===== config.mk =====
export PLATFORM = sky130hd
export DESIGN_NAME = sync_gen_v2_flat
export DESIGN_NICKNAME = d
export VERILOG_FILES = /design/src/rtl/sync_gen_v2_pkg.sv /design/src/rtl/sync_gen_v2_if.sv /design/src/rtl/sync_gen_v2_quad_decoder.sv /design/src/rtl/sync_gen_v2.sv /design/src/flat_wrapper.sv
export SDC_FILE = /design/constraint.sdc
export NUM_CORES = 1
export LEC_CHECK = 0
export CORE_MARGIN = 2
export CORE_UTILIZATION = 55
export DETAILED_ROUTE_END_ITERATION = 12
export PLACE_DENSITY = 0.81
export RECOVER_POWER = 25
export SLEW_MARGIN = 20
export SYNTH_ARGS = -nofsm -noshare
export SYNTH_HDL_FRONTEND = slang
export SYNTH_SLANG_ARGS = --single-unit

===== constraint.sdc =====
create_clock -name clk -period 13.92 [get_ports clk]
set_input_delay 1.392 -clock clk [delete_from_list [all_inputs] [get_ports clk]]
set_output_delay 1.392 -clock clk [all_outputs]
set_load 0.005 [all_outputs]

===== src/rtl/sync_gen_v2_pkg.sv =====
// Shared mode constants and source-select type for the sync_gen_v2 frame-sync generator.
package sync_pkg;

  localparam logic [1:0] MODE_INT   = 2'd0;
  localparam logic [1:0] MODE_WHEEL = 2'd1;
  localparam logic [1:0] MODE_EXT   = 2'd2;
  localparam logic [1:0] MODE_RSV   = 2'd3;

  typedef enum logic [1:0] {
    SRC_INT,
    SRC_WHEEL,
    SRC_EXT
  } src_e;

  // The reserved encoding falls back to the internal timer.
  function automatic src_e decode_mode(input logic [1:0] mode);
    case (mode)
      MODE_WHEEL: return SRC_WHEEL;
      MODE_EXT:   return SRC_EXT;
      default:    return SRC_INT;
    endcase
  endfunction

endpackage


===== src/rtl/sync_gen_v2_if.sv =====
// Configuration, pin and status bundle between the register file / pins and sync_gen_v2.
interface sync_gen_v2_if #(
  parameter int TIMER_W = 32,
  parameter int DIV_W   = 16,
  parameter int HOLD_W  = 12,
  parameter int MISS_W  = 16
);
  logic               i_ch_a;
  logic               i_ch_b;
  logic               i_ext_trig;
  logic               i_sync_enabled;
  logic [1:0]         i_mode;
  logic [DIV_W-1:0]   i_int_period_us;
  logic [HOLD_W-1:0]  i_holdoff_us;
  logic [7:0]         i_wheel_add;
  logic [7:0]         i_frame_dec;
  logic               i_clr_counters;
  logic               o_sync;
  logic               o_dir;
  logic               o_quad_err;
  logic [TIMER_W-1:0] o_sync_counter;
  logic [MISS_W-1:0]  o_missed_count;
  logic [TIMER_W-1:0] o_way_meter;
  logic [TIMER_W-1:0] o_system_timer;

  modport master (
    output i_ch_a, i_ch_b, i_ext_trig, i_sync_enabled, i_mode, i_int_period_us,
           i_holdoff_us, i_wheel_add, i_frame_dec, i_clr_counters,
    input  o_sync, o_dir, o_quad_err, o_sync_counter, o_missed_count, o_way_meter,
           o_system_timer
  );

  modport slave (
    input  i_ch_a, i_ch_b, i_ext_trig, i_sync_enabled, i_mode, i_int_period_us,
           i_holdoff_us, i_wheel_add, i_frame_dec, i_clr_counters,
    output o_sync, o_dir, o_quad_err, o_sync_counter, o_missed_count, o_way_meter,
           o_system_timer
  );
endinterface


===== src/rtl/sync_gen_v2_quad_decoder.sv =====
// x4 quadrature decoder with frame accumulator and signed way meter.
module quad_decoder #(
  parameter int WAY_W = 32
) (
  input  logic             clk,
  input  logic             rst,
  input  logic             i_ch_a,
  input  logic             i_ch_b,
  input  logic [7:0]       i_wheel_add,
  input  logic [7:0]       i_frame_dec,
  input  logic             i_clr,
  output logic             o_step_fwd,
  output logic             o_step_rev,
  output logic             o_frame,
  output logic             o_dir,
  output logic             o_err,
  output logic [WAY_W-1:0] o_way
);

  // [0],[1] synchronise the pin; [2] holds the previous synchronised level.
  logic [2:0]       a_q, a_d, b_q, b_d;
  logic [15:0]      acc_q, acc_d;
  logic [WAY_W-1:0] way_q, way_d;
  logic             dir_q, dir_d;
  logic             err_q, err_d;
  logic             a_chg, b_chg, fwd, rev, frame;
  logic [15:0]      sum;

  always_comb begin
    a_d   = {a_q[1:0], i_ch_a};
    b_d   = {b_q[1:0], i_ch_b};
    a_chg = a_q[1] ^ a_q[2];
    b_chg = b_q[1] ^ b_q[2];
    // Forward order is {a,b}: 00 -> 10 -> 11 -> 01 -> 00.
    fwd   = (a_chg ^ b_chg) & (a_chg ? (a_q[1] != b_q[1]) : (a_q[1] == b_q[1]));
    rev   = (a_chg ^ b_chg) & ~fwd;
    sum   = acc_q + {8'd0, i_wheel_add};
    frame = fwd & (i_frame_dec != 8'd0) & (sum >= {8'd0, i_frame_dec});
    acc_d = acc_q;
    way_d = way_q;
    dir_d = dir_q;
    err_d = err_q;
    if (fwd) begin
      dir_d = 1'b1;
      acc_d = frame ? sum - {8'd0, i_frame_dec} : sum;
      if (frame) way_d = way_q + 1'b1;
    end
    if (rev) begin
      dir_d = 1'b0;
      if (acc_q >= {8'd0, i_wheel_add}) begin
        acc_d = acc_q - {8'd0, i_wheel_add};
      end else begin
        acc_d = '0;
        if (acc_q != '0) way_d = way_q - 1'b1;
      end
    end
    if (a_chg & b_chg) err_d = 1'b1;
    if (i_clr) begin
      way_d = '0;
      err_d = 1'b0;
    end
  end

  always_ff @(posedge clk) begin
    if (rst) begin
      a_q   <= '0;
      b_q   <= '0;
      acc_q <= '0;
      way_q <= '0;
      dir_q <= 1'b0;
      err_q <= 1'b0;
    end else begin
      a_q   <= a_d;
      b_q   <= b_d;
      acc_q <= acc_d;
      way_q <= way_d;
      dir_q <= dir_d;
      err_q <= err_d;
    end
  end

  assign o_step_fwd = fwd;
  assign o_step_rev = rev;
  assign o_frame    = frame;
  assign o_dir      = dir_q;
  assign o_err      = err_q;
  assign o_way      = way_q;

endmodule


===== src/rtl/sync_gen_v2.sv =====
// Frame-sync generator: 1 us timebase, selectable sync source, holdoff gate and counters.
module sync_gen_v2
  import sync_pkg::*;
#(
  parameter int CLK_MHZ = 100,
  parameter int TIMER_W = 32,
  parameter int DIV_W   = 16,
  parameter int HOLD_W  = 12,
  parameter int MISS_W  = 16
) (
  input logic          clk,
  input logic          rst,
  sync_gen_v2_if.slave bus
);

  localparam int PRESC_W = (CLK_MHZ > 1) ? $clog2(CLK_MHZ) : 1;

  logic [PRESC_W-1:0] presc_q, presc_d;
  logic [TIMER_W-1:0] timer_q, timer_d;
  logic [DIV_W-1:0]   pcnt_q, pcnt_d;
  logic [1:0]         mode_q, mode_d;
  logic [2:0]         ext_q, ext_d;
  logic [HOLD_W-1:0]  hcnt_q, hcnt_d;
  logic               hold_free_q, hold_free_d;
  logic               sync_q, sync_d;
  logic [TIMER_W-1:0] sync_cnt_q, sync_cnt_d;
  logic [MISS_W-1:0]  miss_q, miss_d;

  logic tick, cand_int, cand_ext, cand_wheel, cand, hold_ok, emit, miss_inc;
  logic step_fwd, step_rev, frame;

  quad_decoder #(.WAY_W(TIMER_W)) u_quad (
    .clk        (clk),
    .rst        (rst),
    .i_ch_a     (bus.i_ch_a),
    .i_ch_b     (bus.i_ch_b),
    .i_wheel_add(bus.i_wheel_add),
    .i_frame_dec(bus.i_frame_dec),
    .i_clr      (bus.i_clr_counters),
    .o_step_fwd (step_fwd),
    .o_step_rev (step_rev),
    .o_frame    (frame),
    .o_dir      (bus.o_dir),
    .o_err      (bus.o_quad_err),
    .o_way      (bus.o_way_meter)
  );

  assign tick       = (presc_q == PRESC_W'(CLK_MHZ - 1));
  assign cand_wheel = frame & step_fwd & ~step_rev;

  always_comb begin
    // NOTE: every _d gets a default first, so no branch can leave it unassigned and infer a latch.
    presc_d  = tick ? '0 : presc_q + 1'b1;
    timer_d  = tick ? timer_q + 1'b1 : timer_q;
    mode_d   = bus.i_mode;
    pcnt_d   = pcnt_q;
    cand_int = 1'b0;
    if (bus.i_mode != mode_q) begin
      pcnt_d = '0;
    end else if (tick) begin
      if (bus.i_int_period_us == '0) begin
        pcnt_d = '0;
      end else if (pcnt_q >= bus.i_int_period_us - DIV_W'(1)) begin
        cand_int = 1'b1;
        pcnt_d   = '0;
      end else begin
        pcnt_d = pcnt_q + 1'b1;
      end
    end

    ext_d    = {ext_q[1:0], bus.i_ext_trig};
    cand_ext = ext_q[1] & ~ext_q[2];

    case (decode_mode(bus.i_mode))
      SRC_WHEEL: cand = cand_wheel;
      SRC_EXT:   cand = cand_ext;
      default:   cand = cand_int;
    endcase

    // hold_free stays set from reset until the first sync, so that sync is never blocked.
    hold_ok     = hold_free_q | (hcnt_q == bus.i_holdoff_us);
    emit        = cand & bus.i_sync_enabled & hold_ok;
    miss_inc    = cand & bus.i_sync_enabled & ~hold_ok;
    hold_free_d = hold_free_q & ~emit;
    hcnt_d      = hcnt_q;
    if (emit)                            hcnt_d = '0;
    else if (tick && hcnt_q < bus.i_holdoff_us) hcnt_d = hcnt_q + 1'b1;
    else if (tick)                       hcnt_d = bus.i_holdoff_us;

    sync_d     = emit;
    sync_cnt_d = bus.i_clr_counters ? '0 : sync_cnt_q + TIMER_W'(emit);
    miss_d     = miss_q;
    if (bus.i_clr_counters)             miss_d = '0;
    else if (miss_inc && miss_q != '1)  miss_d = miss_q + 1'b1;
  end

  always_ff @(posedge clk) begin
    // NOTE: non-blocking so every flop samples the values from before this edge.
    if (rst) begin
      presc_q     <= '0;
      timer_q     <= '0;
      pcnt_q      <= '0;
      mode_q      <= '0;
      ext_q       <= '0;
      hcnt_q      <= '0;
      hold_free_q <= 1'b1;
      sync_q      <= 1'b0;
      sync_cnt_q  <= '0;
      miss_q      <= '0;
    end else begin
      presc_q     <= presc_d;
      timer_q     <= timer_d;
      pcnt_q      <= pcnt_d;
      mode_q      <= mode_d;
      ext_q       <= ext_d;
      hcnt_q      <= hcnt_d;
      hold_free_q <= hold_free_d;
      sync_q      <= sync_d;
      sync_cnt_q  <= sync_cnt_d;
      miss_q      <= miss_d;
    end
  end

  assign bus.o_sync         = sync_q;
  assign bus.o_sync_counter = sync_cnt_q;
  assign bus.o_missed_count = miss_q;
  assign bus.o_system_timer = timer_q;

endmodule


===== src/flat_wrapper.sv =====
// flat-port wrapper written by rule: the top's interface ports become plain ports
module sync_gen_v2_flat import sync_pkg::*;
#(
  parameter int CLK_MHZ = 100,
  parameter int TIMER_W = 32,
  parameter int DIV_W   = 16,
  parameter int HOLD_W  = 12,
  parameter int MISS_W  = 16
)
  (clk, rst, bus_i_ch_a, bus_i_ch_b, bus_i_ext_trig, bus_i_sync_enabled, bus_i_mode, bus_i_int_period_us, bus_i_holdoff_us, bus_i_wheel_add, bus_i_frame_dec, bus_i_clr_counters, bus_o_sync, bus_o_dir, bus_o_quad_err, bus_o_sync_counter, bus_o_missed_count, bus_o_way_meter, bus_o_system_timer);
  sync_gen_v2_if #(.TIMER_W(TIMER_W), .DIV_W(DIV_W), .HOLD_W(HOLD_W), .MISS_W(MISS_W)) bus_i ();
  input logic clk;
  input logic rst;
  input wire logic [$bits(bus_i.i_ch_a)-1:0] bus_i_ch_a;
  input wire logic [$bits(bus_i.i_ch_b)-1:0] bus_i_ch_b;
  input wire logic [$bits(bus_i.i_ext_trig)-1:0] bus_i_ext_trig;
  input wire logic [$bits(bus_i.i_sync_enabled)-1:0] bus_i_sync_enabled;
  input wire logic [$bits(bus_i.i_mode)-1:0] bus_i_mode;
  input wire logic [$bits(bus_i.i_int_period_us)-1:0] bus_i_int_period_us;
  input wire logic [$bits(bus_i.i_holdoff_us)-1:0] bus_i_holdoff_us;
  input wire logic [$bits(bus_i.i_wheel_add)-1:0] bus_i_wheel_add;
  input wire logic [$bits(bus_i.i_frame_dec)-1:0] bus_i_frame_dec;
  input wire logic [$bits(bus_i.i_clr_counters)-1:0] bus_i_clr_counters;
  output wire logic [$bits(bus_i.o_sync)-1:0] bus_o_sync;
  output wire logic [$bits(bus_i.o_dir)-1:0] bus_o_dir;
  output wire logic [$bits(bus_i.o_quad_err)-1:0] bus_o_quad_err;
  output wire logic [$bits(bus_i.o_sync_counter)-1:0] bus_o_sync_counter;
  output wire logic [$bits(bus_i.o_missed_count)-1:0] bus_o_missed_count;
  output wire logic [$bits(bus_i.o_way_meter)-1:0] bus_o_way_meter;
  output wire logic [$bits(bus_i.o_system_timer)-1:0] bus_o_system_timer;
  assign bus_i.i_ch_a = bus_i_ch_a;
  assign bus_i.i_ch_b = bus_i_ch_b;
  assign bus_i.i_ext_trig = bus_i_ext_trig;
  assign bus_i.i_sync_enabled = bus_i_sync_enabled;
  assign bus_i.i_mode = bus_i_mode;
  assign bus_i.i_int_period_us = bus_i_int_period_us;
  assign bus_i.i_holdoff_us = bus_i_holdoff_us;
  assign bus_i.i_wheel_add = bus_i_wheel_add;
  assign bus_i.i_frame_dec = bus_i_frame_dec;
  assign bus_i.i_clr_counters = bus_i_clr_counters;
  assign bus_o_sync = bus_i.o_sync;
  assign bus_o_dir = bus_i.o_dir;
  assign bus_o_quad_err = bus_i.o_quad_err;
  assign bus_o_sync_counter = bus_i.o_sync_counter;
  assign bus_o_missed_count = bus_i.o_missed_count;
  assign bus_o_way_meter = bus_i.o_way_meter;
  assign bus_o_system_timer = bus_i.o_system_timer;
  sync_gen_v2 #(.CLK_MHZ(CLK_MHZ), .TIMER_W(TIMER_W), .DIV_W(DIV_W), .HOLD_W(HOLD_W), .MISS_W(MISS_W)) u_core (.clk(clk), .rst(rst), .bus(bus_i));
endmodule

* Word-level counts from Yosys, hierarchy flattened
Index checks and enable logic that the tools add are counted.
** Word-level totals
- Bits in registers :: 178
- Bits of input ports :: 53
- Output and inout bits :: 115
- Logic and storage cells :: 95
** Operators by class
- $add $sub $neg :: 12
- Magnitude comparators :: 4
- Eq/ne operators :: 10
- Multiplexer cells :: 20
- Bitwise operators :: 21
- Reduce and logical (&&, ||, !) cells :: 12
** Operators by type and width (number)
- 32-bit two-way mux :: 5
- 16-bit two-way mux :: 6
- 32-bit by 1-bit adder with 32-bit output (second input constant) :: 2
- 16-bit by 1-bit adder with 16-bit output (second input constant) :: 2
- 32-bit by 1-bit adder with 32-bit output :: 1
- 16-bit by 8-bit >= comparator with 1-bit output :: 2
- 16-bit by 8-bit subtractor with 16-bit output :: 2
- 32-bit by 1-bit subtractor with 32-bit output (second input constant) :: 1
- 12-bit two-way mux :: 2
- 16-bit by 8-bit adder with 16-bit output :: 1
- 16-bit >= comparator :: 1
- 16-bit zero test :: 1
- 16-bit != test (second input constant) :: 1
- 16-bit nonzero test :: 1
- 16-bit by 1-bit subtractor with 16-bit output (second input constant) :: 1
- 12-bit by 1-bit adder with 12-bit output (second input constant) :: 1
- 1-bit AND :: 12
- 12-bit equality test :: 1
- 12-bit less-than comparator :: 1
- 2-bit OR reduction :: 5
- 8-bit nonzero test :: 1
- 7-bit by 1-bit adder with 7-bit output (second input constant) :: 1
- 7-bit equality test (second input constant) :: 1
- 1-bit two-way mux :: 5
- 12 further kinds :: 22

* Depth between registers and ports, before layout
Gate-level depths: netlist of the first run.
- Depth after elaboration :: 12
- Mapped depth :: 28
- Depth with buffers taken out :: 25

* Modules after synthesis
A second synthesis of the first run with hierarchy kept.
** Second synthesis, totals
- Cells, all modules :: 1415
- Area, all modules :: 11280.8 um2
** Modules (own cells, without submodules)
- sync_gen_v2 :: times used 1, cells an instance 775, area an instance 6468.7 um2, sequential area each 2442.3 um2
- quad_decoder :: times used 1, cells an instance 640, area an instance 4812.1 um2, sequential area each 1121.1 um2

* Least setup slack after synthesis of the first run
OpenSTA, ideal clock, no wires.
- Path type :: in2reg
- Start point :: in bus_i_int_period_us[5]
- End point :: reg u_core.sync_cnt_q[31] (netlist: u_core.bus.o_sync_counter[31])
- Library setup time :: 0.128 ns
- Arrival :: 5.845 ns
- Data required time :: 13.792 ns
- Slack :: 7.948 ns
- Cell stages on the path :: 23
- Path buffers :: 2
- Cell sequence :: or4_1 -> nor2_1 -> nand2_1 -> or4_1 -> xor2_1 -> ha_1 -> nand4_1 -> a211oi_1 -> a21oi_1 -> o31ai_4 -> o31ai_4 -> buf_6 -> buf_6 -> nor2_1 -> ha_1 -> and3_1 -> nand3_1 -> nor2_1 -> and2_1 -> nor2b_1 -> nand4_1 -> xor2_1 -> nor2_1
** On the way
- Word-level cells in the longest chain between the ends :: 10
- Elaborated cells on any way between the ends :: 11
- Classes of those cells :: 2 x add/sub; 1 x order compare; 5 x mux; 2 x bitwise; 1 x reduce/logical
** RTL lines
- from (decl) :: RTL line flat_wrapper.sv:19 : input wire logic [$bits(bus_i.i_int_period_us)-1:0] bus_i_int_period_us;
- 16-bit by 1-bit subtractor with 16-bit output :: RTL line sync_gen_v2.sv:63 : end else if (pcnt_q >= bus.i_int_period_us - DIV_W'(1)) begin
- 16-bit >= comparator :: RTL line sync_gen_v2.sv:63
- 1-bit two-way mux :: RTL line sync_gen_v2.sv:63
- 1-bit two-way mux * :: RTL line sync_gen_v2.sv:61 : if (bus.i_int_period_us == '0) begin
- 1-bit two-way mux * :: RTL line sync_gen_v2.sv:60 : end else if (tick) begin
- 1-bit two-way mux * :: RTL line sync_gen_v2.sv:58 : if (bus.i_mode != mode_q) begin
- 1-bit case mux with 2 select lines * :: RTL line sync_gen_v2.sv:74 : case (decode_mode(bus.i_mode))
- 1-bit AND * (2 in series) :: RTL line sync_gen_v2.sv:82 : emit = cand & bus.i_sync_enabled & hold_ok;
- net u_core.emit :: RTL line sync_gen_v2.sv:29 : logic tick, cand_int, cand_ext, cand_wheel, cand, hold_ok, emit, miss_inc;
- 32-bit by 1-bit adder with 32-bit output * :: RTL line sync_gen_v2.sv:91 : sync_cnt_d = bus.i_clr_counters ? '0 : sync_cnt_q + TIMER_W'(emit);
- to (signal assigned) :: RTL line sync_gen_v2.sv:119 : sync_cnt_q <= sync_cnt_d;
- to (decl) :: RTL line sync_gen_v2.sv:26 : logic [TIMER_W-1:0] sync_cnt_q, sync_cnt_d;
The timed path passes the listed nets; every way through them passes the cells marked *.
A chain may end at the register's enable or synchronous reset.

* Final worst setup path of the first run
- Start point :: in bus_i_wheel_add[4]
- End point :: reg u_core.sync_cnt_q[31] (netlist: u_core.bus.o_sync_counter[31])
** On the way
- Word-level cells in the longest chain between the ends :: 9
** RTL lines
- from (decl) :: RTL line flat_wrapper.sv:21 : input wire logic [$bits(bus_i.i_wheel_add)-1:0] bus_i_wheel_add;
- 16-bit by 8-bit adder with 16-bit output :: RTL line sync_gen_v2_quad_decoder.sv:37 : sum = acc_q + {8'd0, i_wheel_add};
- 16-bit by 8-bit >= comparator with 1-bit output :: RTL line sync_gen_v2_quad_decoder.sv:38 : frame = fwd & (i_frame_dec != 8'd0) & (sum >= {8'd0, i_frame_dec});
- 1-bit AND :: RTL line sync_gen_v2_quad_decoder.sv:38
- 1-bit AND (2 in series) :: RTL line sync_gen_v2.sv:49 : assign cand_wheel = frame & step_fwd & ~step_rev;
- 1-bit case mux with 2 select lines :: RTL line sync_gen_v2.sv:74
- 1-bit AND (2 in series) :: RTL line sync_gen_v2.sv:82
- net u_core.emit :: RTL line sync_gen_v2.sv:29
- 32-bit by 1-bit adder with 32-bit output :: RTL line sync_gen_v2.sv:91
The timed path passes the listed nets, and every way through them passes these cells.

==> flow_metrics.env, run 1 <==
export IMPL_wl_mm=30.1
export IMPL_n_antenna_cell=0
export IMPL_start_util=0.562
export IMPL_final_cell_count_no_fill=1835
export IMPL_ys_async_sr_fraction=0
export IMPL_final_hold_violation_count=0
export IMPL_ys_flop_type="dfxtp_1"
export IMPL_drive_above_1_share=0.0409
export IMPL_crit_required_ns=14.22
export IMPL_worstSetupPathType="input pin to flop"
export IMPL_ctsHtreeMaxLevel=4
export IMPL_ant_nets=0
export IMPL_fmax_mhz=143
export IMPL_arrival_ns=7.30
export IMPL_clkLatencyLatePin_ns=0.44
export IMPL_viasPerCell=6.02
export IMPL_drv_slew=80
export IMPL_hold_class="flop to flop"
export IMPL_synth_edf_count=0
export IMPL_grt_pass1_vias=10300
export IMPL_die_w_um=148
export IMPL_setup_violations_final=0
export IMPL_place_detailed_hpwl_mm=21.7
export IMPL_grt_usage=0.269
export IMPL_synth_area_sq_um=11400
export IMPL_vias=11000
export IMPL_hold_path_startpoint="u_core.presc_q[0]"
export IMPL_setup_tns_final_ns=0
export IMPL_avgSynthCellArea_sq_um=8.02
export IMPL_nNetsFinal=1674
export IMPL_grt_pass1_wl_mm=49.4
export IMPL_dp_cells=1803
export IMPL_seq_area_frac_synth=0.312
export IMPL_ios=168
export IMPL_dieArea_sq_um=21900
export IMPL_tightestPinTransition_ns=3.51
export IMPL_fp_dieH_um=148
export IMPL_drt_iter0_drc=881
export IMPL_relSlewSlack=-1.34
export IMPL_status="finished with violations"
export IMPL_cap_violations=1
export IMPL_place_ws_ns=6.59
export IMPL_cts_tree="done"
export IMPL_holdWs_ns=0.449
export IMPL_critPathLaunch="bus_i_wheel_add[4]"
export IMPL_rows=52
export IMPL_violations="capacitance limit, slew limit"
export IMPL_crit_fanout=28
export IMPL_synthesis_nets=1545
export IMPL_clock_skew_ns=0.0153
export IMPL_cp_end_kind="flop"
export IMPL_leakagePower_uw=0.00527
export IMPL_core_area_sq_um=20300
export IMPL_first_pass_iters=8
export IMPL_drc=0
export IMPL_wl_per_cell_um=16.4
export IMPL_fin_crit_sh=0.502
export IMPL_cts_buffer_depth=2
export IMPL_cts_made_buffers=17
export IMPL_clkSinkCount=178
export IMPL_p_per_area_nw_per_um2=111
export IMPL_finalWorstSetupSlack_ns=6.93
export IMPL_syn2layout_area_growth_pct=21.2
export IMPL_synth_cell_types=77
export IMPL_clockRootBuffer="clkbuf_16"
export IMPL_cts_hold_buffers=0
export IMPL_ys_warn_count=0
export IMPL_n_fill_cell=1718
export IMPL_regArea_sq_um=3560
export IMPL_syn_instance_count=1423
export IMPL_io_buffers=167
export IMPL_antenna_found_initial=0
export IMPL_place_congestion=0.947
export IMPL_path_clk_slew_ns=0.08
export IMPL_cts_resized=0
export IMPL_ff2ff_setup_slack_ns=8.04
export IMPL_rsz0062_at_grt="false"
export IMPL_r2r_start="u_core.u_quad.acc_q[4]"
export IMPL_grt_max_degree=80
export IMPL_post_cts_buffers=0
export IMPL_ys_seq_elements=178
export IMPL_multiInputGateArea_sq_um=7340
export IMPL_peakVddDrop_uv=99.0
export IMPL_cp_start_kind="input pin"
export IMPL_fin_total_pwr_uw=1540
export IMPL_overflow=0
export IMPL_min_period_ns=6.99
## worst paths after layout
path	end	cells after the start
min	u_core.presc_q[0]	1
max reg2reg	u_core.bus.o_sync_counter[31]	23
min reg2reg	u_core.presc_q[0]	1
max	u_core.bus.o_sync_counter[31]	25
## cells in the mapped netlist (all sizes together), types with 4 or more instances
library cell    n  area share
a21boi          4      0.0026
mux2i          14       0.012
or4            18       0.012
or2             6      0.0033
xnor2          41       0.031
and3           52       0.028
nand2b          7      0.0038
a2bb2oi         6      0.0046
o21a           19       0.012
clkbuf         50       0.017
or3            62       0.034
o21ai          56       0.025
inv            68       0.022
buf            14      0.0071
and3b           4      0.0031
o31a            6      0.0046
nand2          91       0.030
a21o           18       0.012
o211ai         10      0.0075
o2111ai        17       0.013
nor3           45       0.020
dfxtp         178        0.31
nand4          28       0.015
o22ai          12      0.0066
a21oi          98       0.044
a22oi           7      0.0046
nand3          59       0.026
nor2b          26       0.014
o31ai          17       0.014
a31oi           7      0.0038
and2           16      0.0088
xor2           62       0.048
nor2          137       0.045
a311oi         13       0.010
nor3b          20       0.013
ha             66       0.072
and4           10      0.0077
nor4           10      0.0055
a211oi         12      0.0099
## layout make-up
type	count	share of cell area
Timing Repair Buffer	174	0.124
Clock inverter	15	0.0144
Sequential cell	178	0.257
Clock buffer	17	0.0307
Tap cell	270	0.0244
Inverter	68	0.0184
Multi-Input combinational cell	1113	0.531
## state kept, by name (all words and copies together) (netlist names), 7 cells and up
| name | flops |
|---|---|
| u_core.hcnt_q | 12 |
| u_core.bus.o_system_timer | 32 |
| u_core.presc_q | 7 |
| u_core.pcnt_q | 16 |
| u_core.u_quad.acc_q | 16 |
| u_core.bus.o_missed_count | 16 |
| u_core.bus.o_sync_counter | 32 |
| u_core.u_quad.o_way | 32 |
## through the flow
step,utilization,instance area (sq um)
finish,0.682,13800
global placement,0.651,13200
CTS,0.682,13800
global route,0.682,13800
floorplan,-,11400
detailed placement,0.651,13200
## cell usage in the layout, fill, tap and decap left out, types with 53 or more instances in the layout
master	synthesis	final
nand3_1	59	59
nand2_1	90	90
or3_1	62	62
inv_1	68	68
o21ai_0	53	53
clkdlybuf4s50_1	0	138
ha_1	66	66
xor2_1	62	62
nor2_1	137	137
a21oi_1	96	96
dfxtp_1	178	178
## per-layer routing
metal,wire length [um],vias up,GRT usage
li1,-,5430,-
met3,1730,58,0.0466
met4,554,0,0.0810
met5,0,-,0
met1,13300,5192,0.349
met2,14500,364,0.460
## critical path, stage by stage
cell and delay, ns:
clkdlybuf4s50_1 0.48, inv_1 0.05, ha_1 0.46, inv_1 0.13, a221o_1 0.34, nor2_1 0.17, nor2_1 0.06, o21ba_2 0.20
nor2_1 0.11, xnor2_1 0.09, ha_1 0.35, nand4_1 0.12, nor2_1 0.31, a211o_1 0.75, o31ai_4 0.34, nor2_1 0.18
ha_1 0.18, and3_1 0.23, nand3_1 0.16, nor2_1 0.31, and2_1 0.24, nor2b_1 0.27, nand4_1 0.14, xor2_1 0.15
nor2_1 0.05
## kinds of logic (layout without fill, tap and decap cells)
kind of cell,count (synthesis),in the layout,synth area share
buf+inv,132,274,0.0460
xor+xnor,103,103,0.0790
simple gates,599,599,0.277
flops,178,178,0.312
mux,15,15,0.0133
fa+ha+maj,69,69,0.0776
compound gates,327,327,0.195
## report_power, final
group	total, uW	switching (uW)	internal (uW)
clock	497	249	248
sequential	552	26.1	525
combinational	494	310	184
(Power assumes the default switching activity.)
==> run 2: changes to the inputs <==
--- a/config.mk
+++ b/config.mk
@@ -6,9 +6,9 @@
 export NUM_CORES = 1
 export LEC_CHECK = 0
 export CORE_MARGIN = 2
-export CORE_UTILIZATION = 55
+export CORE_UTILIZATION = 50
 export DETAILED_ROUTE_END_ITERATION = 12
-export PLACE_DENSITY = 0.81
+export PLACE_DENSITY = 0.77
 export RECOVER_POWER = 25
 export SLEW_MARGIN = 20
 export SYNTH_ARGS = -nofsm -noshare
==> constraint.sdc (replaced) <==
create_clock -name clk -period 6.03 [get_ports clk]
set_input_delay 0.603 -clock clk [delete_from_list [all_inputs] [get_ports clk]]
set_output_delay 0.603 -clock clk [all_outputs]
set_load 0.005 [all_outputs]
==> flow_metrics.env, run 2 (synthesized netlist as in run 1, its figures left out) <==
export IMPL_status="finished with violations"
export IMPL_violations="capacitance limit, slew limit"
export IMPL_cts_buffer_depth=2
export IMPL_place_congestion=0.938
export IMPL_place_detailed_hpwl_mm=22.4
export IMPL_clkSinkCount=178
export IMPL_power_share_sequential=0.358
export IMPL_dieArea_sq_um=24100
export IMPL_path_clk_slew_ns=0.08
export IMPL_clockRootBuffer="clkbuf_16"
export IMPL_cts_tree="done"
export IMPL_worstSetupPathType="input pin to flop"
export IMPL_fmax_mhz=186
export IMPL_tightestPinTransition_ns=3.68
export IMPL_n_antenna_cell=0
export IMPL_dp_cells=1823
export IMPL_hold_class="flop to flop"
export IMPL_fin_total_pwr_uw=3550
export IMPL_ant_nets=0
export IMPL_cp_start_kind="input pin"
export IMPL_crit_fanout=5
export IMPL_p_switching_uw=1350
export IMPL_rows=55
export IMPL_p_per_area_nw_per_um2=256
export IMPL_finalWorstSetupSlack_ns=0.640
export IMPL_final_cell_count_no_fill=1855
export IMPL_fin_crit_sh=0.894
export IMPL_cap_violations=1
export IMPL_overflow=0
export IMPL_cts_resized=0
export IMPL_drc=0
export IMPL_min_period_ns=5.39
export IMPL_io_buffers=167
export IMPL_antenna_found_initial=0
export IMPL_final_hold_violation_count=0
export IMPL_clkLatencyLatePin_ns=0.44
export IMPL_ctsHtreeMaxLevel=4
export IMPL_die_w_um=155
export IMPL_syn2layout_area_growth_pct=21.5
export IMPL_drv_slew=79
export IMPL_ff2ff_setup_slack_ns=0.96
export IMPL_leakagePower_uw=0.00535
export IMPL_fp_dieH_um=155
export IMPL_final_area_sq_um=13900
export IMPL_nNetsFinal=1679
export IMPL_relSlewSlack=-1.45
export IMPL_grt_pass1_wl_mm=50.6
export IMPL_core_area_sq_um=22500
export IMPL_cts_made_buffers=17
export IMPL_drive_above_1_share=0.0433
export IMPL_first_pass_iters=5
export IMPL_wl_mm=31.4
export IMPL_grt_pass1_vias=10400
export IMPL_viasPerCell=6.01
export IMPL_arrival_ns=5.72
export IMPL_crit_required_ns=6.36
export IMPL_start_util=0.507
export IMPL_place_area_sq_um=13300
export IMPL_cts_hold_buffers=0
export IMPL_drt_iter0_drc=799
export IMPL_vias=11200
export IMPL_clkPwrFrac=0.319
export IMPL_clock_skew_ns=0.0147
export IMPL_switching_share=0.379
export IMPL_setup_violations_final=0
export IMPL_grt_usage=0.256
export IMPL_final_common_cell="dfxtp_1"
export IMPL_cp_end_kind="flop"
export IMPL_post_cts_buffers=0
export IMPL_rsz0062_at_grt="false"
export IMPL_combPwrFrac=0.322
export IMPL_mostFrequentLayoutCells="dfxtp_1 (178), nor2_1 (137), clkdlybuf4s50_1 (119), a21oi_1 (96), nand2_1 (90)"
export IMPL_grt_max_degree=79
export IMPL_place_ws_ns=0.250
export IMPL_ios=168
export IMPL_peakVddDrop_uv=263
export IMPL_wl_per_cell_um=16.9
export IMPL_p_int_uw=2210
export IMPL_setup_tns_final_ns=0
## run 2: cell count changes in the layout (fill, tap and decap cells not counted), sizes merged
cell           before  now
buf                 7   11
clkbuf             18   19
clkdlybuf4s50     138  119
clkinv              8    4
clkinvlp            0    2
dlygate4sd3        28   47
inv                75   77
## run 2: worst paths after layout
kind                          start                             to  cells after the start
max          bus_i_int_period_us[4]  u_core.bus.o_sync_counter[31]                     22
min reg2reg    u_core.u_quad.a_q[0]           u_core.u_quad.a_q[1]                      1
min            u_core.u_quad.a_q[0]           u_core.u_quad.a_q[1]                      1
max reg2reg    u_core.u_quad.a_q[2]  u_core.bus.o_sync_counter[31]                     19
## run 2: final cells by class
class,instances,area [sq um]
tap,285,357
sequential,178,3560
clock buffer,17,425
fill,1964,8630
multi-input combinational,1113,7340
clock inverter,15,176
inverter,68,255
timing repair buffer,179,1750
## run 2: routing by layer
layer  wire [um]  GRT usage
met5           0          0
met4         690     0.0807
met3        1940     0.0501
met2       15000      0.438
met1       13800      0.326
## run 2: power groups by stage
stage          combinational, uW  sequential [uW]  clock [uW]
6_report                    1150             1270        1140
5_1_grt                     1250             1280        1210
4_1_cts                     1130             1270        1160
3_5_place_dp                1120             1300           0
3_3_place_gp                1110             1300           0
2_1_floorplan                854             1270           0
## run 2: worst max-delay path: stages
cell	delay [ns]
clkdlybuf4s50_1	0.46
or4_1	0.54
nor2_1	0.22
nand2_1	0.16
or4_1	0.44
xor2_1	0.18
ha_1	0.31
nand4_1	0.11
a211oi_1	0.23
a21oi_1	0.19
o31ai_4	0.40
o31ai_4	0.12
nor2_1	0.14
ha_1	0.19
and3_1	0.24
nand3_1	0.18
nor2_1	0.17
and2_1	0.19
nor2b_1	0.27
nand4_1	0.15
xor2_1	0.17
nor2_1	0.05
## run 2: per-stage QoR
stage,hold slack (ns),utilization
3_3_place_gp,0.427,0.589
6_report,0.441,0.616
4_1_cts,0.439,0.616
2_1_floorplan,0.414,-
5_1_grt,0.461,0.616
3_5_place_dp,0.428,0.589
